[src/rtl/conv_pkg.sv]
// Shared types and defaults for the KxK streaming convolution engine.
package conv_pkg;

    typedef enum logic [1:0] {
        IDLE  = 2'b00,
        WORK  = 2'b01,
        PAUSE = 2'b10
    } state_e;

    localparam int unsigned DEF_BIT_LEN  = 8;
    localparam int unsigned DEF_M_LEN    = 3;
    localparam int unsigned DEF_FEA_SIZE = 417;
    localparam int unsigned DEF_W_LEN    = 8;
    localparam int unsigned DEF_SHIFT    = 0;

    // Product width plus enough growth bits to sum every kernel tap without overflow.
    function automatic int unsigned acc_width(input int unsigned bit_len,
                                              input int unsigned w_len,
                                              input int unsigned m_len);
        return bit_len + w_len + 1 + $clog2(m_len * m_len);
    endfunction

endpackage

[src/rtl/conv_sat_scale.sv]
// Arithmetic right shift of the accumulator followed by ReLU or signed saturation
// down to the output pixel width.
module conv_sat_scale #(
    parameter int unsigned ACC_W   = 21,
    parameter int unsigned BIT_LEN = 8,
    parameter int unsigned SHIFT   = 0
) (
    input  logic signed [ACC_W-1:0] i_acc,
    input  logic                    i_relu,
    output logic [BIT_LEN-1:0]      o_data_c
);
    localparam logic signed [ACC_W-1:0] UMAX = ACC_W'((2 ** BIT_LEN) - 1);
    localparam logic signed [ACC_W-1:0] SMAX = ACC_W'((2 ** (BIT_LEN - 1)) - 1);
    localparam logic signed [ACC_W-1:0] SMIN = ACC_W'(-(2 ** (BIT_LEN - 1)));

    logic signed [ACC_W-1:0] w_scaled;

    assign w_scaled = i_acc >>> SHIFT;

    always_comb begin
        o_data_c = w_scaled[BIT_LEN-1:0];
        if (i_relu) begin
            if (w_scaled[ACC_W-1]) begin
                o_data_c = '0;
            end else if (w_scaled > UMAX) begin
                o_data_c = '1;
            end
        end else begin
            if (w_scaled > SMAX) begin
                o_data_c = {1'b0, {(BIT_LEN-1){1'b1}}};
            end else if (w_scaled < SMIN) begin
                o_data_c = {1'b1, {(BIT_LEN-1){1'b0}}};
            end
        end
    end

endmodule

[src/rtl/conv_kxk_stream.sv]
// Streaming M_LEN x M_LEN convolution: column-fed sliding window, loadable signed
// kernel, two-stage multiply / reduce-scale-saturate pipeline.
module conv_kxk_stream
    import conv_pkg::*;
#(
    parameter int unsigned BIT_LEN  = DEF_BIT_LEN,
    parameter int unsigned M_LEN    = DEF_M_LEN,
    parameter int unsigned FEA_SIZE = DEF_FEA_SIZE,
    parameter int unsigned W_LEN    = DEF_W_LEN,
    parameter int unsigned SHIFT    = DEF_SHIFT
) (
    input  logic                           i_Clk,
    input  logic                           i_reset,
    input  logic                           i_fStart,
    input  logic                           i_fStop,
    input  logic [M_LEN*BIT_LEN-1:0]       i_data,
    input  logic                           i_wEn,
    input  logic [$clog2(M_LEN*M_LEN)-1:0] i_wAddr,
    input  logic signed [W_LEN-1:0]        i_wData,
    input  logic                           i_relu,
    output logic [BIT_LEN-1:0]             o_data,
    output logic                           o_valid,
    output logic                           o_done,
    output logic                           o_busy
);
    localparam int unsigned NW   = M_LEN * M_LEN;
    localparam int unsigned AW   = $clog2(NW);
    localparam int unsigned PW   = BIT_LEN + W_LEN + 1;
    localparam int unsigned ACCW = acc_width(BIT_LEN, W_LEN, M_LEN);
    localparam int unsigned CW   = $clog2(FEA_SIZE + 1);

    state_e                  r_state, w_next;
    logic                    w_accept, w_launch, w_last, w_wen;
    logic [CW-1:0]           r_col, w_col_idx;
    logic [BIT_LEN-1:0]      r_win [M_LEN][M_LEN];
    logic signed [W_LEN-1:0] r_wgt [NW];
    logic signed [PW-1:0]    r_prod [NW];
    logic signed [ACCW-1:0]  w_sum;
    logic [BIT_LEN-1:0]      w_sat;
    logic                    r_v0, r_v1, r_last0, r_last1, r_relu0, r_relu1;
    logic [BIT_LEN-1:0]      r_data;
    logic                    r_valid, r_done, r_busy;

    // Columns are only taken while running; a paused cycle (including resume) shifts nothing.
    always_comb begin
        w_next   = r_state;
        w_accept = 1'b0;
        case (r_state)
            IDLE: begin
                if (i_fStart && !i_fStop) begin
                    w_next   = WORK;
                    w_accept = 1'b1;
                end
            end
            WORK: begin
                if (i_fStop) begin
                    w_next = IDLE;
                end else if (!i_fStart) begin
                    w_next = PAUSE;
                end else begin
                    w_accept = 1'b1;
                    if (r_col == CW'(FEA_SIZE - 1)) begin
                        w_next = IDLE;
                    end
                end
            end
            PAUSE: begin
                if (i_fStop) begin
                    w_next = IDLE;
                end else if (i_fStart) begin
                    w_next = WORK;
                end
            end
            default: w_next = IDLE;
        endcase
    end

    assign w_col_idx = (r_state == IDLE) ? '0 : r_col;
    assign w_last    = w_accept && (w_col_idx == CW'(FEA_SIZE - 1));
    assign w_launch  = w_accept && (w_col_idx >= CW'(M_LEN - 1));
    assign w_wen     = i_wEn && (r_state == IDLE) && !r_busy
                       && ({1'b0, i_wAddr} < (AW + 1)'(NW));

    always_ff @(posedge i_Clk or negedge i_reset) begin
        if (!i_reset) begin
            r_state <= IDLE;
            r_col   <= '0;
            r_busy  <= 1'b0;
        end else begin
            r_state <= w_next;
            if (w_accept) begin
                r_col <= w_last ? '0 : w_col_idx + CW'(1);
            end
            r_busy <= (w_next != IDLE) || w_launch || ((r_v0 || r_v1) && !i_fStop);
        end
    end

    always_ff @(posedge i_Clk or negedge i_reset) begin
        if (!i_reset) begin
            for (int r = 0; r < M_LEN; r++) begin
                for (int c = 0; c < M_LEN; c++) begin
                    r_win[r][c] <= '0;
                end
            end
            for (int i = 0; i < NW; i++) begin
                r_wgt[i] <= '0;
            end
        end else begin
            if (w_accept) begin
                for (int r = 0; r < M_LEN; r++) begin
                    for (int c = 0; c < M_LEN - 1; c++) begin
                        r_win[r][c] <= r_win[r][c+1];
                    end
                    r_win[r][M_LEN-1] <= i_data[r*BIT_LEN +: BIT_LEN];
                end
            end
            if (w_wen) begin
                r_wgt[i_wAddr] <= i_wData;
            end
        end
    end

    // Stop clears every valid bit on its own edge so nothing in flight escapes.
    always_ff @(posedge i_Clk or negedge i_reset) begin
        if (!i_reset) begin
            r_v0    <= 1'b0;
            r_v1    <= 1'b0;
            r_last0 <= 1'b0;
            r_last1 <= 1'b0;
            r_relu0 <= 1'b0;
            r_relu1 <= 1'b0;
            r_valid <= 1'b0;
            r_done  <= 1'b0;
            r_data  <= '0;
            for (int i = 0; i < NW; i++) begin
                r_prod[i] <= '0;
            end
        end else begin
            r_v0    <= w_launch;
            r_last0 <= w_last;
            if (w_accept) begin
                r_relu0 <= i_relu;
            end
            r_v1    <= r_v0 && !i_fStop;
            r_last1 <= r_last0 && !i_fStop;
            if (r_v0) begin
                r_relu1 <= r_relu0;
                for (int r = 0; r < M_LEN; r++) begin
                    for (int c = 0; c < M_LEN; c++) begin
                        r_prod[r*M_LEN+c] <= PW'($signed({1'b0, r_win[r][c]}))
                                             * PW'(r_wgt[r*M_LEN+c]);
                    end
                end
            end
            r_valid <= r_v1 && !i_fStop;
            r_done  <= r_v1 && r_last1 && !i_fStop;
            if (r_v1 && !i_fStop) begin
                r_data <= w_sat;
            end
        end
    end

    always_comb begin
        w_sum = '0;
        for (int i = 0; i < NW; i++) begin
            w_sum = w_sum + ACCW'(r_prod[i]);
        end
    end

    conv_sat_scale #(
        .ACC_W   (ACCW),
        .BIT_LEN (BIT_LEN),
        .SHIFT   (SHIFT)
    ) u_sat (
        .i_acc    (w_sum),
        .i_relu   (r_relu1),
        .o_data_c (w_sat)
    );

    assign o_data  = r_data;
    assign o_valid = r_valid;
    assign o_done  = r_done;
    assign o_busy  = r_busy;

endmodule

[config.mk]
export PLATFORM = sky130hd
export DESIGN_NAME = conv_kxk_stream
export DESIGN_NICKNAME = d
export VERILOG_FILES = /design/src/rtl/conv_pkg.sv /design/src/rtl/conv_sat_scale.sv /design/src/rtl/conv_kxk_stream.sv
export SDC_FILE = /design/constraint.sdc
export NUM_CORES = 2
export LEC_CHECK = 0
export CORE_MARGIN = 3
export CORE_UTILIZATION = 60
export CTS_CLUSTER_DIAMETER = 30
export DETAILED_ROUTE_END_ITERATION = 8
export GPL_TIMING_DRIVEN = 1
export HOLD_SLACK_MARGIN = 0.1
export PLACE_DENSITY = 0.77
export SLEW_MARGIN = 30
export SYNTH_ARGS = -nofsm -noshare
export SYNTH_HDL_FRONTEND = slang
export SYNTH_HIERARCHICAL = 1
export SYNTH_SLANG_ARGS = --single-unit
[constraint.sdc]
create_clock -name i_Clk -period 9.1 [get_ports i_Clk]
set_clock_uncertainty 0.1 [all_clocks]
set_input_delay 0.91 -clock i_Clk [delete_from_list [all_inputs] [get_ports i_Clk]]
set_output_delay 0.91 -clock i_Clk [all_outputs]
set_load 0.01 [all_outputs]
==> results.cfg <==
[detailed_routing]
drt_iter0_markers = 1652
post-route-drc-count = 0
routed-via-count = 26338
wl_per_cell_um = 19.10
first_pass_iters = 5
viasPerCell = 5.598
ant_nets = 0
drt_wl_total_um = 89850

[timing]
rsz0062_at_grt = no
setup_viol = 0
period_minus_slack_ps = 6126
fin_tns_setup_ps = 0
final-hold-violation-count = 0
fin_crit_sh_pct = 67.32
slew_headroom_pct = 33.01
max_freq_mhz = 163.2
fin_hold_ws_ps = 109.3
worst_pin_slew_ps = 1002
setup_ws_ps = 2974
drv_slew = 0

[cts]
h-tree-depth = 3
cts_tree = yes
cts_root_buf = clkbuf_16
clk_latency_ps = 620
postCtsHoldBufs = 0
cts.clk_slew.worst_paths_ps = 50
post_cts_buffers = 0
cts.sinks = 325
cts_resized = 0
cts_made_buffers = 83
clk_path_buf_depth = 3

[yosys]
synth-compound-area-share_pct = 7.011
ys.warnings.count = 6
yosys_most_used_dff = dfrtp_1
synth_edf_count = 0
netlist_area_um2 = 36280
syn_nets = 4749
synthAdderAreaFrac_pct = 39.28
async_flop_share_pct = 100.0
postSynthAreaPerCell_um2 = 9.446
yosysSeqAreaShare_pct = 22.42
synth_top_family_by_area = adder cells
synth_cell_type_count = 71
synthSimpleGateAreaFrac_pct = 15.44
muxShareOfSynthArea_pct = 4.745
synth_cells = 3841
synth_xor_xnor_area_share_pct = 2.124
synth_seq_cells = 325

[cells_and_area]
syn2layout_area_growth_pct = 10.84
drive_gt1_share_pct = 8.327
fin_util_pct = 67.63
nets = 4769

[floorplan]
ios = 53
rows = 89
dieArea_um2 = 63460
chipHeight_um = 251.9
die_x_um = 251.9
core_area_um2 = 59460
initial_core_util_pct = 61.01

[setup_path]
r2r_setup_slack_ps = 2970
cp_max_fo = 7
startpoint_type = register
setup.worst_path.class = reg2reg
end_kind = register
required_ps = 9480
worstReg2RegEnd = o_data[5]
reg2reg_from = r_prod[7]
critPathArrivalTime_ps = 6510
reg2reg_depth = 19

[placement]
gp_congestion = 0.9216
portBuffers = 52
hpwl_um = 67530
dp_slack_ps = 3081

[global_routing]
grt_util_met1_pct = 38.97
first_global_vias = 27495
busiest_layer = met2
grt_use_total_pct = 29.56
grt-ovfl-total = 0
use_met3_pct = 7.381
grt_max_degree = 79
antenna_found_initial = 10
globalRouteMet2Util_pct = 47.81
grt_pass1_wl_um = 147000

[run]
cap_violations = 0

[hold_path]
hold_class = in2async

[run_status]
outcome = finished clean
==> routing by layer <==
layer	wire length, um	vias up
met3	6861	170
met1	37590	13232
met5	24	-
li1	-	12149
met2	42340	783
met4	3031	4
==> per-stage QoR <==
step	cell area (um2)	cells
4_1_cts	40180	4699
6_report	40210	4705
3_3_place_gp	37390	4548
2_1_floorplan	36280	3841
5_1_grt	40210	4702
3_5_place_dp	37390	4548
==> Yosys cell counts, drive strengths merged (7+ instances only) <==
cell type	n	share of area, %
a211oi	13	0.27
a21boi	9	0.19
a21o	51	1.1
a21oi	67	0.92
a31oi	28	0.48
and2	290	5.0
and3	10	0.17
buf	12	0.14
clkbuf	121	1.3
dfrtp	325	22
fa	455	25
ha	411	14
inv	733	7.6
mux2	144	4.5
mux2i	10	0.28
nand2	534	5.5
nand2b	50	0.88
nand3	36	0.50
nand4	7	0.14
nor2	121	1.3
nor2b	17	0.29
nor3	26	0.36
nor4	14	0.33
o211ai	16	0.33
o21a	23	0.48
o21ai	114	1.6
o21bai	8	0.17
o31ai	13	0.27
or3	23	0.40
xnor2	61	1.5
xor2	27	0.65
==> cell families (layout without fill, tap and decap cells) <==
group           Yosys count  in the layout
compound gates          391            391
simple gates           1151           1151
buf+inv                 866            952
flops                   325            325
xor+xnor                 88             88
mux                     154            154
other cells               0              5
fa+ha+maj               866            866
==> flip-flops by register name, indices dropped and copies added, names as in the netlist <==
register and count:
r_relu0 1, o_valid 1, r_prod 153, r_win 72, r_last1 1, o_busy 1
r_relu1 1, r_wgt 72, r_v1 1, r_state 2, r_last0 1, o_done 1
r_col 9, o_data 8, r_v0 1
==> layout make-up <==
class / instances / area (um2)
sequential: 325 / 8137
antenna: 5 / 12.51
tap: 773 / 967.2
clock inverter: 47 / 509.2
multi-input combinational: 2650 / 24900
timing repair buffer: 68 / 650.6
clock buffer: 104 / 2288
fill: 4529 / 19250
inverter: 733 / 2751
==> worst max-delay path, cell delays in order, from the launching register on <==
cell and delay [ps]:
dfrtp_1 340, inv_1 80, fa_1 560, inv_1 70, fa_1 510, fa_1 560
inv_1 60, fa_1 520, inv_1 40, ha_1 380, nand2_1 90, a2111oi_0 700
nor2_1 120, a31oi_1 330, a311oi_1 170, xnor2_1 200, nor4_2 370, a41oi_2 280
a21o_1 230, mux2_2 270
==> worst max path at each step <==
stage	start	cells after the start	endpoint
final	r_prod[7]	19	o_data[5]
after detailed placement	r_prod[5]	19	o_data[5]
after global placement	r_prod[5]	19	o_data[0]
after floorplan	r_prod[5]	19	o_data[0]
after global routing	r_prod[5]	19	o_data[5]
after CTS	r_prod[7]	19	o_data[5]
==> cell usage in the layout, fill, tap and decap left out, types with 10 or more instances in the layout <==
master,n
nand3_1,36
xnor2_1,61
dfrtp_1,324
a21o_1,51
nor2b_1,17
a31oi_1,28
and3_1,10
fa_1,455
clkinvlp_4,15
buf_4,13
a21oi_1,67
clkbuf_16,85
nor4_1,10
o31ai_1,13
clkdlybuf4s50_1,49
nand2_1,534
nor2_1,118
o21ai_0,114
a211oi_1,13
clkbuf_1,10
mux2_2,144
ha_1,411
o211ai_1,16
clkinv_2,10
nor3_1,26
xor2_1,27
mux2i_1,10
inv_1,732
o21a_1,23
nand2b_1,49
and2_1,290
or3_1,23
Power is not shown: default switching activity piles up to over one toggle a cycle in this logic, so the estimate is an artifact.
